**src/rtl/ray_gen.sv**
```systemverilog
// rtl/ray_gen.sv - camera primary-ray generator: one ray per pixel, raster order, valid/ready out.
// Optional RAYGEN_SAT_EN: direction components saturate instead of wrapping.
module ray_gen #(
   parameter int XY_BITS  = 12,
   parameter int FRA_BITS = 16
) (
   input  logic               i_clk,
   input  logic               i_rstn,
   input  logic               i_start,
   input  logic [XY_BITS-1:0] i_width,
   input  logic [XY_BITS-1:0] i_height,
   input  logic [95:0]        i_eye,
   input  logic [95:0]        i_dir0,
   input  logic [95:0]        i_du,
   input  logic [95:0]        i_dv,
   output logic [191:0]       o_ray,
   output logic [XY_BITS-1:0] o_x,
   output logic [XY_BITS-1:0] o_y,
   output logic               o_valid,
   input  logic               i_ready,
   output logic               o_busy,
   output logic               o_done
);

   localparam int CW = 2 * FRA_BITS;
   localparam logic [XY_BITS-1:0] ONE = XY_BITS'(1);

   typedef enum logic {S_IDLE, S_RUN} state_t;

   state_t             state_q, state_d;
   logic [95:0]        eye_q, eye_d, du_q, du_d, dv_q, dv_d;
   logic [95:0]        row_q, row_d, cur_q, cur_d;
   logic [XY_BITS-1:0] x_q, x_d, y_q, y_d, w_q, w_d, h_q, h_d;
   logic               done_q, done_d;

   // Same-sign operands whose sum flips sign have overflowed.
   function automatic logic [CW-1:0] acc(input logic [CW-1:0] a, input logic [CW-1:0] b);
      logic [CW-1:0] s;
      s = a + b;
`ifdef RAYGEN_SAT_EN
      if ((a[CW-1] == b[CW-1]) && (s[CW-1] != a[CW-1]))
         s = a[CW-1] ? {1'b1, {(CW-1){1'b0}}} : {1'b0, {(CW-1){1'b1}}};
`endif
      return s;
   endfunction

   function automatic logic [95:0] acc3(input logic [95:0] a, input logic [95:0] b);
      return {acc(a[95:64], b[95:64]), acc(a[63:32], b[63:32]), acc(a[31:0], b[31:0])};
   endfunction

   always_comb begin
      state_d = state_q;
      eye_d   = eye_q;
      du_d    = du_q;
      dv_d    = dv_q;
      row_d   = row_q;
      cur_d   = cur_q;
      x_d     = x_q;
      y_d     = y_q;
      w_d     = w_q;
      h_d     = h_q;
      done_d  = 1'b0;
      case (state_q)
         S_IDLE: begin
            if (i_start) begin
               if ((i_width == '0) || (i_height == '0)) begin
                  done_d = 1'b1;
               end else begin
                  state_d = S_RUN;
                  eye_d   = i_eye;
                  du_d    = i_du;
                  dv_d    = i_dv;
                  row_d   = i_dir0;
                  cur_d   = i_dir0;
                  x_d     = '0;
                  y_d     = '0;
                  w_d     = i_width;
                  h_d     = i_height;
               end
            end
         end
         S_RUN: begin
            if (i_ready) begin
               if (x_q != w_q - ONE) begin
                  x_d   = x_q + ONE;
                  cur_d = acc3(cur_q, du_q);
               end else if (y_q != h_q - ONE) begin
                  // Next row restarts from the row base, not from the end of this row.
                  x_d   = '0;
                  y_d   = y_q + ONE;
                  row_d = acc3(row_q, dv_q);
                  cur_d = acc3(row_q, dv_q);
               end else begin
                  state_d = S_IDLE;
                  done_d  = 1'b1;
               end
            end
         end
         default: state_d = S_IDLE;
      endcase
   end

   always_ff @(posedge i_clk) begin
      if (!i_rstn) begin
         state_q <= S_IDLE;
         eye_q   <= '0;
         du_q    <= '0;
         dv_q    <= '0;
         row_q   <= '0;
         cur_q   <= '0;
         x_q     <= '0;
         y_q     <= '0;
         w_q     <= '0;
         h_q     <= '0;
         done_q  <= 1'b0;
      end else begin
         state_q <= state_d;
         eye_q   <= eye_d;
         du_q    <= du_d;
         dv_q    <= dv_d;
         row_q   <= row_d;
         cur_q   <= cur_d;
         x_q     <= x_d;
         y_q     <= y_d;
         w_q     <= w_d;
         h_q     <= h_d;
         done_q  <= done_d;
      end
   end

   assign o_ray   = {cur_q, eye_q};
   assign o_x     = x_q;
   assign o_y     = y_q;
   assign o_valid = (state_q == S_RUN);
   assign o_busy  = (state_q == S_RUN);
   assign o_done  = done_q;

endmodule
```
**config.mk**
```make
export PLATFORM = sky130hd
export DESIGN_NAME = ray_gen
export DESIGN_NICKNAME = d
export VERILOG_FILES = /design/src/rtl/ray_gen.sv
export SDC_FILE = /design/constraint.sdc
export NUM_CORES = 2
export LEC_CHECK = 0
export BUFFER_PORTS_ARGS = -buffer_cell sky130_fd_sc_hd__buf_2
export CAP_MARGIN = 20
export CELL_PAD_IN_SITES_DETAIL_PLACEMENT = 1
export CELL_PAD_IN_SITES_GLOBAL_PLACEMENT = 2
export CORE_ASPECT_RATIO = 1.2
export CORE_MARGIN = 4
export CORE_UTILIZATION = 34
export CTS_CLUSTER_DIAMETER = 200
export CTS_CLUSTER_SIZE = 14
export DETAILED_ROUTE_END_ITERATION = 12
export PLACE_DENSITY_LB_ADDON = 0.08
export SYNTH_ARGS = -nofsm -noshare
export SYNTH_HDL_FRONTEND = slang
export SYNTH_SLANG_ARGS = --single-unit
export TNS_END_PERCENT = 10
```
**constraint.sdc**
```tcl
create_clock -name i_clk -period 7.75 [get_ports i_clk]
set_input_delay 0.775 -clock i_clk [delete_from_list [all_inputs] [get_ports i_clk]]
set_output_delay 0.775 -clock i_clk [all_outputs]
set_load 0.05 [all_outputs]
```
==> results_dict.tcl <==
set metrics [dict create \
    r2r_cells 13 \
    r2r-start "w_q[0]" \
    dp_hpwl_mm 95.9 \
    synth_enable_flop_cells 0 \
    synth.top_cell.area_share_pct 34.0 \
    root_buffer "clkbuf_16" \
    fin_skew_ns 0.0227 \
    dr.pass1.iters 5 \
    worstSkewPairLatency_ns 0.62 \
    die_area_mm2 0.0966 \
    critPathKind "reg2reg" \
    synth_area_mm2 0.0312 \
    tns_ns 0 \
    whs_endpoint "du_q[52]" \
    drc_errors 0 \
    finalInstanceArea_mm2 0.0362 \
    r2r-end "cur_q[30]" \
    crit_path_end_kind "flip-flop" \
    antenna_found_initial 32 \
    htree_levels 2 \
    start_kind "flip-flop" \
    die_x_um 284 \
    yosysTopAreaCell "dfxtp_1" \
    routed_wl_mm 130 \
    nNetsFinal 5173 \
    wl_per_cell_um 22.6 \
    yosysWarningCount 0 \
    syn_avg_cell_area_um2 7.57 \
    grt_usage_pct 25.7 \
    clockBufferDepth 3 \
    area_growth_pct 16.3 \
    slew_viol_final 0 \
    drt_iter0_drc 1833 \
    multi_input_area_mm2 0.0193 \
    cp.arrival_ns 5.38 \
    required_ns 8.29 \
    relSlewSlack_pct 28.5 \
    hold_viol_final 0 \
    synth.area.top_cells "dfxtp_1, nand2_1, a21oi_1" \
    syn_nets 4724 \
    max_freq_ghz 0.206 \
    power-per-cell-area_mw_per_mm2 194 \
    fill_cells 11300 \
    post_cts_buffers 0 \
    hold_buffers 0 \
    grt_pass1_vias 31600 \
    dpl_cell_area_mm2 0.0351 \
    numCtsBuffers 43 \
    fp.dieH_um 340 \
    tritoncts "yes" \
    core_mm2 0.0908 \
    seq_area_mm2 0.0106 \
    path_clk_slew_ns 0.08 \
    gp_congestion 0.862 \
    post-route-min-period_ns 4.85 \
    antenna_left 0 \
    worstHoldPathType "in2reg" \
    portBuffers 630 \
    ir_worst_vdd_mv 0.142 \
    rsz0062_at_grt "false" \
    status "finished clean" \
    io_pins 631 \
    grt_pass1_wl_mm 195 \
    ys_seq_area_share_pct 34.0 \
    grt_max_degree 194 \
    r2r_slack_ns 2.90 \
    leakage_uw 0.0156 \
    cp_max_fo 40 \
    tightest_slew_ns 1.07 \
    setup_viol 0 \
    rows 121 \
    fin_crit_sh_pct 62.5 \
    via_count 31700 \
    power_uw 7030 \
    maxCapViolCount 0 \
    ctsResizeCount 0 \
    ys_ff_latch 530 \
    holdCritStartpoint "i_du[52]" \
    synth_flop_cell "dfxtp_1" \
    via_per_inst 5.51 \
    overflow 0 \
    drive_above_1_share_pct 16.6 \
    netlist_instances 4116 \
    synth.distinct_cells 80 \
    clock-sinks 530 \
    hold_path_depth 3 \
    initial_core_util_pct 34.3 \
    async_reset_ff_share_pct 0 \
]
[cells by family after synthesis]
group                    share of synthesized area, %
AO/OA/AOI/OAI                                    26.3
XOR/XNOR                                         5.76
adder cells (fa/ha/maj)                          8.01
buffers and inverters                            4.01
flip-flops                                       34.0
multiplexers                                     1.81
AND/OR/NAND/NOR                                  20.1
[cell usage in the layout, fill, tap and decap left out, drive strengths merged, types with 10 or more instances in the layout]
| master | synthesis | routed |
|---|---|---|
| a211oi | 92 | 92 |
| a21o | 76 | 76 |
| a21oi | 619 | 619 |
| a221oi | 11 | 11 |
| a311oi | 14 | 14 |
| a31oi | 41 | 41 |
| and2 | 15 | 15 |
| and3 | 24 | 24 |
| buf | 49 | 659 |
| clkbuf | 206 | 45 |
| dfxtp | 530 | 530 |
| diode | 0 | 16 |
| ha | 190 | 190 |
| inv | 53 | 55 |
| mux2i | 54 | 54 |
| nand2 | 910 | 910 |
| nand2b | 25 | 25 |
| nand3 | 68 | 68 |
| nand4 | 36 | 36 |
| nor2 | 231 | 231 |
| nor2b | 30 | 30 |
| nor3 | 52 | 52 |
| nor4 | 17 | 17 |
| o211ai | 80 | 80 |
| o21a | 22 | 22 |
| o21ai | 237 | 237 |
| o21bai | 24 | 24 |
| o22ai | 14 | 14 |
| o311ai | 10 | 10 |
| o31ai | 11 | 11 |
| or2 | 12 | 12 |
| or3 | 14 | 14 |
| xnor2 | 115 | 115 |
| xor2 | 90 | 90 |
[stage by stage]
step	std cells	setup slack, ns	util, %	hold WS, ns
finish	5752	2.90	39.9	0.391
detailed placement	5688	2.96	38.6	0.444
global placement	5687	3.13	38.6	0.439
global route	5744	2.67	39.9	0.372
floorplan	4116	4.24	-	0.436
CTS	5736	2.92	39.9	0.349
[Yosys cell counts (all sizes together), types with 54 or more instances]
cell    count
mux2i      54
xor2       90
o21ai     237
a21o       76
nand2     910
o211ai     80
dfxtp     530
a21oi     619
a211oi     92
nor2      231
nand3      68
ha        190
clkbuf    206
xnor2     115
[area by class of cell]
type                    instances  share of cell area (%)
inverters                      53                   0.573
flip-flops and latches        530                    29.3
clock inverters                 3                  0.0725
repair buffers                659                    9.53
well taps                    1168                    4.03
multi-input cells            3278                    53.4
clock buffers                  45                    3.02
diodes                         16                   0.110
[flip-flops by register name (all words and copies together), names as in the netlist]
signal and flops:
row_q 96, dv_q 96, o_x 12, h_q 12, du_q 96, o_busy 1
o_done 1, cur_q 96, eye_q 96, w_q 12, o_y 12
[routing by layer]
metal  routed length, um  global-route usage (%)
met1               57900                    33.5
met2               60600                    42.9
met3                7450                    5.14
met4                3800                    7.51
met5                 158                       0
[critical path: stages, from the launching register on]
cell	delay (ns)
dfxtp_1	0.37
inv_1	0.08
ha_1	0.31
or3b_2	0.50
or3_1	0.34
a31oi_1	0.22
a221o_1	0.22
nand4b_4	0.30
o21a_1	0.35
or2_4	0.66
buf_4	0.53
nand2_2	0.34
a311oi_1	0.32
a32o_1	0.19
[power by group]
| group | internal [uW] | total [uW] | leakage, uW | switching, uW |
|---|---|---|---|---|
| combinational | 610 | 1850 | 0.0107 | 1240 |
| clock | 1000 | 2100 | 0.000552 | 1100 |
| sequential | 2910 | 3080 | 0.00436 | 174 |
[worst max path at each step]
stage | startpoint | end | slack [ns] | depth (start not counted)
detailed placement | w_q[0] | cur_q[30] | 2.96 | 13
CTS | w_q[0] | cur_q[30] | 2.92 | 13
finish | w_q[0] | cur_q[30] | 2.90 | 13
global route | w_q[0] | cur_q[30] | 2.67 | 13
floorplan | w_q[0] | cur_q[83] | 4.24 | 15
global placement | w_q[0] | cur_q[30] | 3.13 | 13
No activity file was read; power rests on OpenSTA's default activity.
